### src/rtl/sys_ctrl_pkg.sv
`default_nettype none
// +----------------------------------------------------------------------------+
// | sys_ctrl_pkg : opcodes, FSM state encoding and sizing helper for sys_ctrl  |
// | Rev 2.0                                                                    |
// +----------------------------------------------------------------------------+
package sys_ctrl_pkg;

  localparam logic [7:0] c_OP_WR   = 8'hAA;
  localparam logic [7:0] c_OP_RD   = 8'hBB;
  localparam logic [7:0] c_OP_ALU  = 8'hCC;
  localparam logic [7:0] c_OP_ALUF = 8'hDD;
  localparam logic [7:0] c_OP_BRD  = 8'hEE;

  typedef enum logic [3:0] {
    IDLE     = 4'd0,
    GET_ADDR = 4'd1,
    GET_DATA = 4'd2,
    GET_OPA  = 4'd3,
    GET_OPB  = 4'd4,
    GET_FUN  = 4'd5,
    GET_CNT  = 4'd6,
    RD_REQ   = 4'd7,
    RD_WAIT  = 4'd8,
    ALU_RUN  = 4'd9,
    PUSH     = 4'd10,
    ERR      = 4'd11
  } state_t;

  // Bits needed to hold a word count in 0..n.
  function automatic int res_idx_w(input int n);
    return (n < 1) ? 1 : $clog2(n + 1);
  endfunction

endpackage
`default_nettype wire

### src/rtl/sys_ctrl_resp_push.sv
`default_nettype none
// +----------------------------------------------------------------------------+
// | sys_ctrl_resp_push : response word queue draining into the TX FIFO,        |
// | least-significant word first, stalling while the FIFO is full.             |
// | Rev 2.0                                                                    |
// +----------------------------------------------------------------------------+
module sys_ctrl_resp_push
  import sys_ctrl_pkg::*;
#(
  parameter int DATA_WIDTH = 8,
  parameter int RES_WORDS  = 2,
  parameter int CNT_W      = res_idx_w(RES_WORDS)
) (
  input  logic                            i_CLK,
  input  logic                            i_RST,
  input  logic                            i_load,
  input  logic [RES_WORDS*DATA_WIDTH-1:0] i_words,
  input  logic [CNT_W-1:0]                i_nwords,
  input  logic                            i_FIFO_FULL,
  output logic [DATA_WIDTH-1:0]           o_FIFO_DATA,
  output logic                            o_WR_INC,
  output logic                            o_done
);

  logic [RES_WORDS*DATA_WIDTH-1:0] r_words;
  logic [CNT_W-1:0]                r_left;
  logic                            r_busy;
  logic                            w_push;

  assign w_push      = r_busy && !i_FIFO_FULL;
  assign o_WR_INC    = w_push;
  assign o_FIFO_DATA = r_words[DATA_WIDTH-1:0];
  // Asserted in the cycle the last queued word is accepted by the FIFO.
  assign o_done      = w_push && (r_left == CNT_W'(1));

  always_ff @(posedge i_CLK or negedge i_RST) begin
    if (!i_RST) begin
      r_words <= '0;
      r_left  <= '0;
      r_busy  <= 1'b0;
    end else if (i_load) begin
      r_words <= i_words;
      r_left  <= i_nwords;
      r_busy  <= (i_nwords != '0);
    end else if (w_push) begin
      r_words <= r_words >> DATA_WIDTH;
      r_left  <= r_left - 1'b1;
      if (r_left == CNT_W'(1)) begin
        r_busy <= 1'b0;
      end
    end
  end

endmodule
`default_nettype wire

### src/rtl/sys_ctrl_v2.sv
`default_nettype none
// +----------------------------------------------------------------------------+
// | sys_ctrl_v2 : REF_CLK-domain system controller decoding UART command       |
// | frames into register-file, ALU and TX FIFO transactions.                   |
// | Rev 2.0                                                                    |
// +----------------------------------------------------------------------------+
module sys_ctrl_v2
  import sys_ctrl_pkg::*;
#(
  parameter int                    DATA_WIDTH    = 8,
  parameter int                    ADDR_WIDTH    = 4,
  parameter int                    ALU_FUN_WIDTH = 4,
  parameter int                    RES_WORDS     = 2,
  parameter int                    TIMEOUT_CYC   = 1024,
  parameter logic [DATA_WIDTH-1:0] ERR_CODE      = 8'hFF,
  parameter bit                    RESP_ON_ERR   = 1'b1
) (
  input  logic                            i_CLK,
  input  logic                            i_RST,
  input  logic [DATA_WIDTH-1:0]           i_RX_P_DATA,
  input  logic                            i_RX_D_VLD,
  input  logic [RES_WORDS*DATA_WIDTH-1:0] i_ALU_OUT,
  input  logic                            i_OUT_Valid,
  input  logic [DATA_WIDTH-1:0]           i_RdData,
  input  logic                            i_RdData_Valid,
  input  logic                            i_FIFO_FULL,
  output logic [ALU_FUN_WIDTH-1:0]        o_ALU_FUN,
  output logic                            o_ALU_EN,
  output logic                            o_CLK_EN,
  output logic [ADDR_WIDTH-1:0]           o_Address,
  output logic                            o_WrEn,
  output logic [DATA_WIDTH-1:0]           o_WrData,
  output logic                            o_RdEn,
  output logic [DATA_WIDTH-1:0]           o_FIFO_DATA,
  output logic                            o_WR_INC,
  output logic                            o_clk_div_en,
  output logic                            o_frame_err,
  output logic                            o_rx_overrun
);

  localparam int CNT_W = res_idx_w(RES_WORDS);
  localparam int TO_W  = 16;
  localparam logic [DATA_WIDTH-1:0] c_WR   = DATA_WIDTH'(c_OP_WR);
  localparam logic [DATA_WIDTH-1:0] c_RD   = DATA_WIDTH'(c_OP_RD);
  localparam logic [DATA_WIDTH-1:0] c_ALU  = DATA_WIDTH'(c_OP_ALU);
  localparam logic [DATA_WIDTH-1:0] c_ALUF = DATA_WIDTH'(c_OP_ALUF);
  localparam logic [DATA_WIDTH-1:0] c_BRD  = DATA_WIDTH'(c_OP_BRD);

  state_t                          r_state, w_state_nxt;
  logic [DATA_WIDTH-1:0]           r_op;
  logic [ADDR_WIDTH-1:0]           r_addr;
  logic [DATA_WIDTH-1:0]           r_wr_data;
  logic                            r_wr_en;
  logic [ALU_FUN_WIDTH-1:0]        r_fun;
  logic [DATA_WIDTH-1:0]           r_cnt;
  logic [TO_W-1:0]                 r_to;
  logic                            r_ovr;
  logic                            r_clk_div_en;

  logic                            w_rx_state, w_get_state, w_counting, w_busy_state;
  logic                            w_accept, w_to_hit, w_push_done;
  logic                            w_load;
  logic [RES_WORDS*DATA_WIDTH-1:0] w_load_words;
  logic [CNT_W-1:0]                w_load_n;

  assign w_get_state  = r_state inside {GET_ADDR, GET_DATA, GET_OPA, GET_OPB, GET_FUN, GET_CNT};
  assign w_rx_state   = w_get_state || (r_state == IDLE);
  assign w_counting   = w_get_state || (r_state == RD_WAIT);
  assign w_busy_state = r_state inside {RD_REQ, RD_WAIT, ALU_RUN, PUSH, ERR};
  assign w_accept     = i_RX_D_VLD && w_rx_state;
  // An accepted byte or arriving read data beats the terminal count.
  assign w_to_hit     = w_counting && !w_accept && !((r_state == RD_WAIT) && i_RdData_Valid)
                        && (r_to == TO_W'(TIMEOUT_CYC - 1));

  always_ff @(posedge i_CLK or negedge i_RST) begin
    if (!i_RST) begin
      r_state <= IDLE;
    end else begin
      r_state <= w_state_nxt;
    end
  end

  always_comb begin
    w_state_nxt  = r_state;
    w_load       = 1'b0;
    w_load_words = '0;
    w_load_n     = '0;
    case (r_state)
      IDLE: begin
        if (i_RX_D_VLD) begin
          if ((i_RX_P_DATA == c_WR) || (i_RX_P_DATA == c_RD) || (i_RX_P_DATA == c_BRD)) begin
            w_state_nxt = GET_ADDR;
          end else if (i_RX_P_DATA == c_ALU) begin
            w_state_nxt = GET_OPA;
          end else if (i_RX_P_DATA == c_ALUF) begin
            w_state_nxt = GET_FUN;
          end else begin
            w_state_nxt = ERR;
          end
        end
      end
      GET_ADDR: begin
        if (i_RX_D_VLD) begin
          if (r_op == c_WR) begin
            w_state_nxt = GET_DATA;
          end else if (r_op == c_BRD) begin
            w_state_nxt = GET_CNT;
          end else begin
            w_state_nxt = RD_REQ;
          end
        end
      end
      GET_DATA: if (i_RX_D_VLD) w_state_nxt = IDLE;
      GET_OPA:  if (i_RX_D_VLD) w_state_nxt = GET_OPB;
      GET_OPB:  if (i_RX_D_VLD) w_state_nxt = GET_FUN;
      GET_FUN:  if (i_RX_D_VLD) w_state_nxt = ALU_RUN;
      GET_CNT: begin
        if (i_RX_D_VLD) begin
          w_state_nxt = (i_RX_P_DATA == '0) ? ERR : RD_REQ;
        end
      end
      RD_REQ: w_state_nxt = RD_WAIT;
      RD_WAIT: begin
        if (i_RdData_Valid) begin
          w_load                       = 1'b1;
          w_load_words[DATA_WIDTH-1:0] = i_RdData;
          w_load_n                     = CNT_W'(1);
          w_state_nxt                  = PUSH;
        end
      end
      ALU_RUN: begin
        if (i_OUT_Valid) begin
          w_load       = 1'b1;
          w_load_words = i_ALU_OUT;
          w_load_n     = CNT_W'(RES_WORDS);
          w_state_nxt  = PUSH;
        end
      end
      PUSH: begin
        if (w_push_done) begin
          w_state_nxt = (r_cnt > DATA_WIDTH'(1)) ? RD_REQ : IDLE;
        end
      end
      ERR: begin
        if (RESP_ON_ERR) begin
          w_load                       = 1'b1;
          w_load_words[DATA_WIDTH-1:0] = ERR_CODE;
          w_load_n                     = CNT_W'(1);
          w_state_nxt                  = PUSH;
        end else begin
          w_state_nxt = IDLE;
        end
      end
      default: w_state_nxt = IDLE;
    endcase
    if (w_to_hit) begin
      w_state_nxt = ERR;
    end
  end

  // Frame fields; r_cnt holds the reads still owed, including the one in flight.
  always_ff @(posedge i_CLK or negedge i_RST) begin
    if (!i_RST) begin
      r_op      <= '0;
      r_addr    <= '0;
      r_wr_data <= '0;
      r_wr_en   <= 1'b0;
      r_fun     <= '0;
      r_cnt     <= '0;
    end else begin
      r_wr_en <= 1'b0;
      if (w_accept) begin
        case (r_state)
          IDLE: begin
            r_op  <= i_RX_P_DATA;
            r_cnt <= '0;
          end
          GET_ADDR: begin
            r_addr <= i_RX_P_DATA[ADDR_WIDTH-1:0];
            if (r_op == c_RD) r_cnt <= DATA_WIDTH'(1);
          end
          GET_DATA: begin
            r_wr_data <= i_RX_P_DATA;
            r_wr_en   <= 1'b1;
          end
          GET_OPA: begin
            r_addr    <= '0;
            r_wr_data <= i_RX_P_DATA;
            r_wr_en   <= 1'b1;
          end
          GET_OPB: begin
            r_addr    <= ADDR_WIDTH'(1);
            r_wr_data <= i_RX_P_DATA;
            r_wr_en   <= 1'b1;
          end
          GET_FUN: r_fun <= i_RX_P_DATA[ALU_FUN_WIDTH-1:0];
          GET_CNT: r_cnt <= i_RX_P_DATA;
          default: ;
        endcase
      end
      if ((r_state == PUSH) && w_push_done && (r_cnt > DATA_WIDTH'(1))) begin
        r_addr <= r_addr + 1'b1;
        r_cnt  <= r_cnt - 1'b1;
      end
      if (r_state == ERR) begin
        r_cnt <= '0;
      end
    end
  end

  always_ff @(posedge i_CLK or negedge i_RST) begin
    if (!i_RST) begin
      r_to         <= '0;
      r_ovr        <= 1'b0;
      r_clk_div_en <= 1'b0;
    end else begin
      r_clk_div_en <= 1'b1;
      r_ovr        <= i_RX_D_VLD && w_busy_state;
      if (!w_counting || w_accept) begin
        r_to <= '0;
      end else begin
        r_to <= r_to + 1'b1;
      end
    end
  end

  sys_ctrl_resp_push #(
    .DATA_WIDTH (DATA_WIDTH),
    .RES_WORDS  (RES_WORDS),
    .CNT_W      (CNT_W)
  ) u_resp_push (
    .i_CLK       (i_CLK),
    .i_RST       (i_RST),
    .i_load      (w_load),
    .i_words     (w_load_words),
    .i_nwords    (w_load_n),
    .i_FIFO_FULL (i_FIFO_FULL),
    .o_FIFO_DATA (o_FIFO_DATA),
    .o_WR_INC    (o_WR_INC),
    .o_done      (w_push_done)
  );

  // ALU enables decode straight from the state so reset removes them without a clock.
  assign o_CLK_EN     = (r_state == ALU_RUN);
  assign o_ALU_EN     = (r_state == ALU_RUN);
  assign o_ALU_FUN    = r_fun;
  assign o_RdEn       = (r_state == RD_REQ);
  assign o_frame_err  = (r_state == ERR);
  assign o_Address    = r_addr;
  assign o_WrEn       = r_wr_en;
  assign o_WrData     = r_wr_data;
  assign o_rx_overrun = r_ovr;
  assign o_clk_div_en = r_clk_div_en;

endmodule
`default_nettype wire

### config.mk
export PLATFORM = sky130hd
export DESIGN_NAME = sys_ctrl_v2
export DESIGN_NICKNAME = d
export VERILOG_FILES = /design/src/rtl/sys_ctrl_pkg.sv /design/src/rtl/sys_ctrl_resp_push.sv /design/src/rtl/sys_ctrl_v2.sv
export SDC_FILE = /design/constraint.sdc
export NUM_CORES = 1
export LEC_CHECK = 0
export CAP_MARGIN = 20
export CORE_UTILIZATION = 53
export DETAILED_ROUTE_END_ITERATION = 10
export PLACE_DENSITY = 0.89
export SYNTH_ARGS = -nofsm -noshare
export SYNTH_HDL_FRONTEND = slang
export SYNTH_SLANG_ARGS = --single-unit
### constraint.sdc
create_clock -name i_CLK -period 3 [get_ports i_CLK]
set_clock_uncertainty 0.2 [all_clocks]
set_input_delay 0.6 -clock i_CLK [delete_from_list [all_inputs] [get_ports i_CLK]]
set_output_delay 0.6 -clock i_CLK [all_outputs]
set_load 0.005 [all_outputs]
==> impl_metrics.py <==
metrics = {
    "yosys": {
        "synthSimpleGateAreaFrac_pct": 18.56,
        "syn_avg_cell_area_sq_um": 9.817,
        "synth-xor-area-share_pct": 3.820,
        "synth_mux_area_share_pct": 6.421,
        "async_reset_ff_share_pct": 100.0,
        "ys.flop_type": "dfrtp_1",
        "ys_ff_latch": 74,
        "seq_area_frac_synth_pct": 47.51,
        "synth_top_family_by_area": "simple AND/OR/NAND/NOR gates",
        "synth_nets": 440,
        "yosysWarnings": 0,
        "yosys-top-cells-area": "dfrtp_1 48%, mux2_2 5.8%, nor2_1 3.9%",
        "yosys.area.top_type": "dfrtp_1",
        "yosysTopAreaCellShare_pct": 47.51,
        "ys_types": 55,
        "synthAdderAreaFrac_pct": 1.605,
        "netlist_instances": 397,
        "syn_area_sq_um": 3897,
        "synth-compound-area-share_pct": 17.14,
        "synth_edf_count": 0,
    },
    "sta": {
        "hold_viol": 0,
        "fin_setup_tns_ns": 0,
        "rsz0062_at_grt": "no",
        "fin_crit_sh_pct": 90.79,
        "worstMarginPinSlew_ns": 0.8314,
        "finalMaxSlewViolations": 0,
        "setup_viol": 0,
        "fin_crit_ns": 2.724,
        "fin_ws_ns": 0.2763,
        "slew_headroom_pct": 43.14,
        "max_freq_ghz": 0.3671,
    },
    "cells_and_area": {
        "mostFrequentLayoutCells": "74 x dfrtp_1, 68 x clkdlybuf4s50_1, 41 x nor2_1, 25 x o21ai_0",
        "final_common_cell": "dfrtp_1",
        "final_nets": 502,
        "syn_to_final_growth_pct": 24.43,
        "diodes": 0,
        "drive_above_1_share_pct": 11.02,
        "finish.instance_area_sq_um": 4850,
    },
    "detailed_routing": {
        "vias_per_cell": 6.013,
        "wl_per_cell_um": 16.44,
        "drt-total-wl_um": 9191,
        "drt_pass1_iterations": 4,
        "ant_nets": 0,
        "drt_iter0_drc": 316,
        "drc": 0,
        "vias": 3361,
    },
    "worst_setup_path": {
        "crit_required_ns": 2.20,
        "crit_fanout": 12,
        "cpMaxStageDelayCell": "clkdlybuf4s50_1",
        "slowest_delay_ns": 0.50,
        "startpoint": "i_FIFO_FULL",
        "crit_top_cell": "clkdlybuf4s50_1",
        "worstSetupStartpointType": "input pin",
        "arrival_ns": 1.92,
        "rr_startpoint": "r_cnt[4]",
        "critPathKind": "input pin to primary output",
        "worstSetupEndpointType": "primary output",
        "path_cells": "clkdlybuf4s50_1, nand2b_1, inv_1, clkdlybuf4s50_1",
    },
    "placement": {
        "dp_hpwl_um": 6713,
        "port-buffer-count": 69,
        "place_ws_ns": 0.2826,
        "place_area_sq_um": 4647,
        "place.gp.congestion": 0.8960,
    },
    "power_and_ir_drop": {
        "internal_power_uw": 2689,
        "power.switching_uw": 1469,
        "ir_worst_vdd_uv": 428.9,
        "comb_power_share_pct": 42.0,
        "p_leak_uw": 0.002044,
        "p_per_area_nw_per_um2": 857.3,
        "swShare_pct": 35.33,
        "p_seq_share_pct": 38.9,
        "clkPwrFrac_pct": 19.1,
    },
    "clock_tree": {
        "cts_setup_buffers": 0,
        "cts-root-buf": "clkbuf_8",
        "htree_levels": 3,
        "clk_pin_slew_worst_paths_ns": 0.07,
        "hold_buffers": 0,
        "cts_resized": 0,
        "numCtsBuffers": 9,
        "clk_latency_ns": 0.35,
        "clockBufferDepth": 2,
        "tritoncts": "built",
        "cts.sinks": 74,
    },
    "die": {
        "start_util_pct": 56.13,
        "coreArea_sq_um": 6944,
        "rows": 30,
        "die-width_um": 87.76,
        "fp.dieH_um": 87.76,
        "io_pins": 70,
        "dieArea_sq_um": 7701,
    },
    "grt": {
        "grt_overflow": 0,
        "grt_pass1_wl_um": 15210,
        "grt_usage_pct": 25.96,
        "grt_pass1_vias": 3210,
        "grt_max_degree": 49,
        "antenna_found_initial": 0,
    },
    "job": {
        "cap_violations": 0,
    },
    "outcome": {
        "status": "complete, no violations",
    },
    "worst_hold_path": {
        "hold_path_class": "input pin to async pin",
    },
}
per-stage QoR:
step                      hold WS [ns]  cells  utilization (%)  total power (uW)
after floorplan                 0.1044    397                -              2705
after global placement          0.2682    544            66.92              3287
after detailed placement        0.2818    544            66.92              3363
after CTS                      0.06645    559            69.84              4167
after global routing            0.1191    559            69.84              4445
final                          0.06282    559            69.84              4157
state kept, by name, summed over array words and instances, names as in the netlist, 2 cells and up:
name	count
r_to	16
u_resp_push.r_words	16
o_WrData	8
r_cnt	8
r_op	8
o_ALU_FUN	4
o_Address	4
r_state	4
u_resp_push.r_left	2
metal layers:
layer	GRT usage [%]	part of all wire [%]	wire length, um	vias up
met5	0	0	0	-
met4	9.985	1.0	96	0
met3	5.655	6.5	594	11
met2	40.87	49	4508	133
met1	35.29	43	3992	1648
li1	-	-	-	1569
synth_stat cells, types with 2 or more instances:
library cell	count
a211oi_1	3
a221oi_1	8
a21oi_1	23
o31a_1	2
xor2_1	9
nor3_1	9
a22o_1	9
nand4_1	6
nor4_1	7
o21ai_0	25
nand2_1	23
or3_1	3
xnor2_1	8
a221o_1	5
buf_1	3
and2_1	7
o21a_1	3
inv_1	10
nand2b_1	6
a211o_1	2
o211ai_1	5
dfrtp_1	74
clkbuf_1	15
and3_1	8
nor2b_1	8
mux2_2	20
a22oi_1	2
or4_1	4
ha_1	5
a41oi_1	2
nand3_1	11
nor2_1	41
buf_4	9
worst paths after layout:
check,endpoint,slack (ns),cells after the start
setup / recovery,o_WR_INC,0.28,4
hold / removal,o_WrData[1],0.06,1
setup reg to reg,r_cnt[4],0.43,5
hold reg to reg,r_to[0],0.28,1
max in group asynchronous,u_resp_push.r_words[11],1.87,2
min in group i_CLK,r_to[0],0.28,1
critical path: cells and delay by family:
kind          cells  cell delay (ns)
buf+inv           3             1.02
simple gates      1             0.30
area by class of cell:
type / instances / area (sq um)
Timing Repair Buffer: 80 / 780.7
Inverter: 10 / 37.54
Fill cell: 525 / 2095
Clock inverter: 4 / 51.30
Sequential cell: 74 / 1852
Clock buffer: 11 / 151.4
Tap cell: 96 / 120.1
Multi-Input combinational cell: 284 / 1857
power groups by stage:
stage | combinational [uW] | sequential, uW | clock, uW
after floorplan | 1170 | 1530 | 0
after CTS | 1750 | 1610 | 810
after global routing | 1930 | 1660 | 854
final | 1740 | 1620 | 794
after global placement | 1680 | 1610 | 0
after detailed placement | 1730 | 1630 | 0
logic make-up (layout without fill, tap and decap cells):
group,count (synthesis),in the layout
xor+xnor,17,17
mux,22,22
compound gates,98,98
buf+inv,39,105
flops,74,74
simple gates,141,141
fa+ha+maj,5,5
other cells,1,1
(Power assumes the default switching activity.)
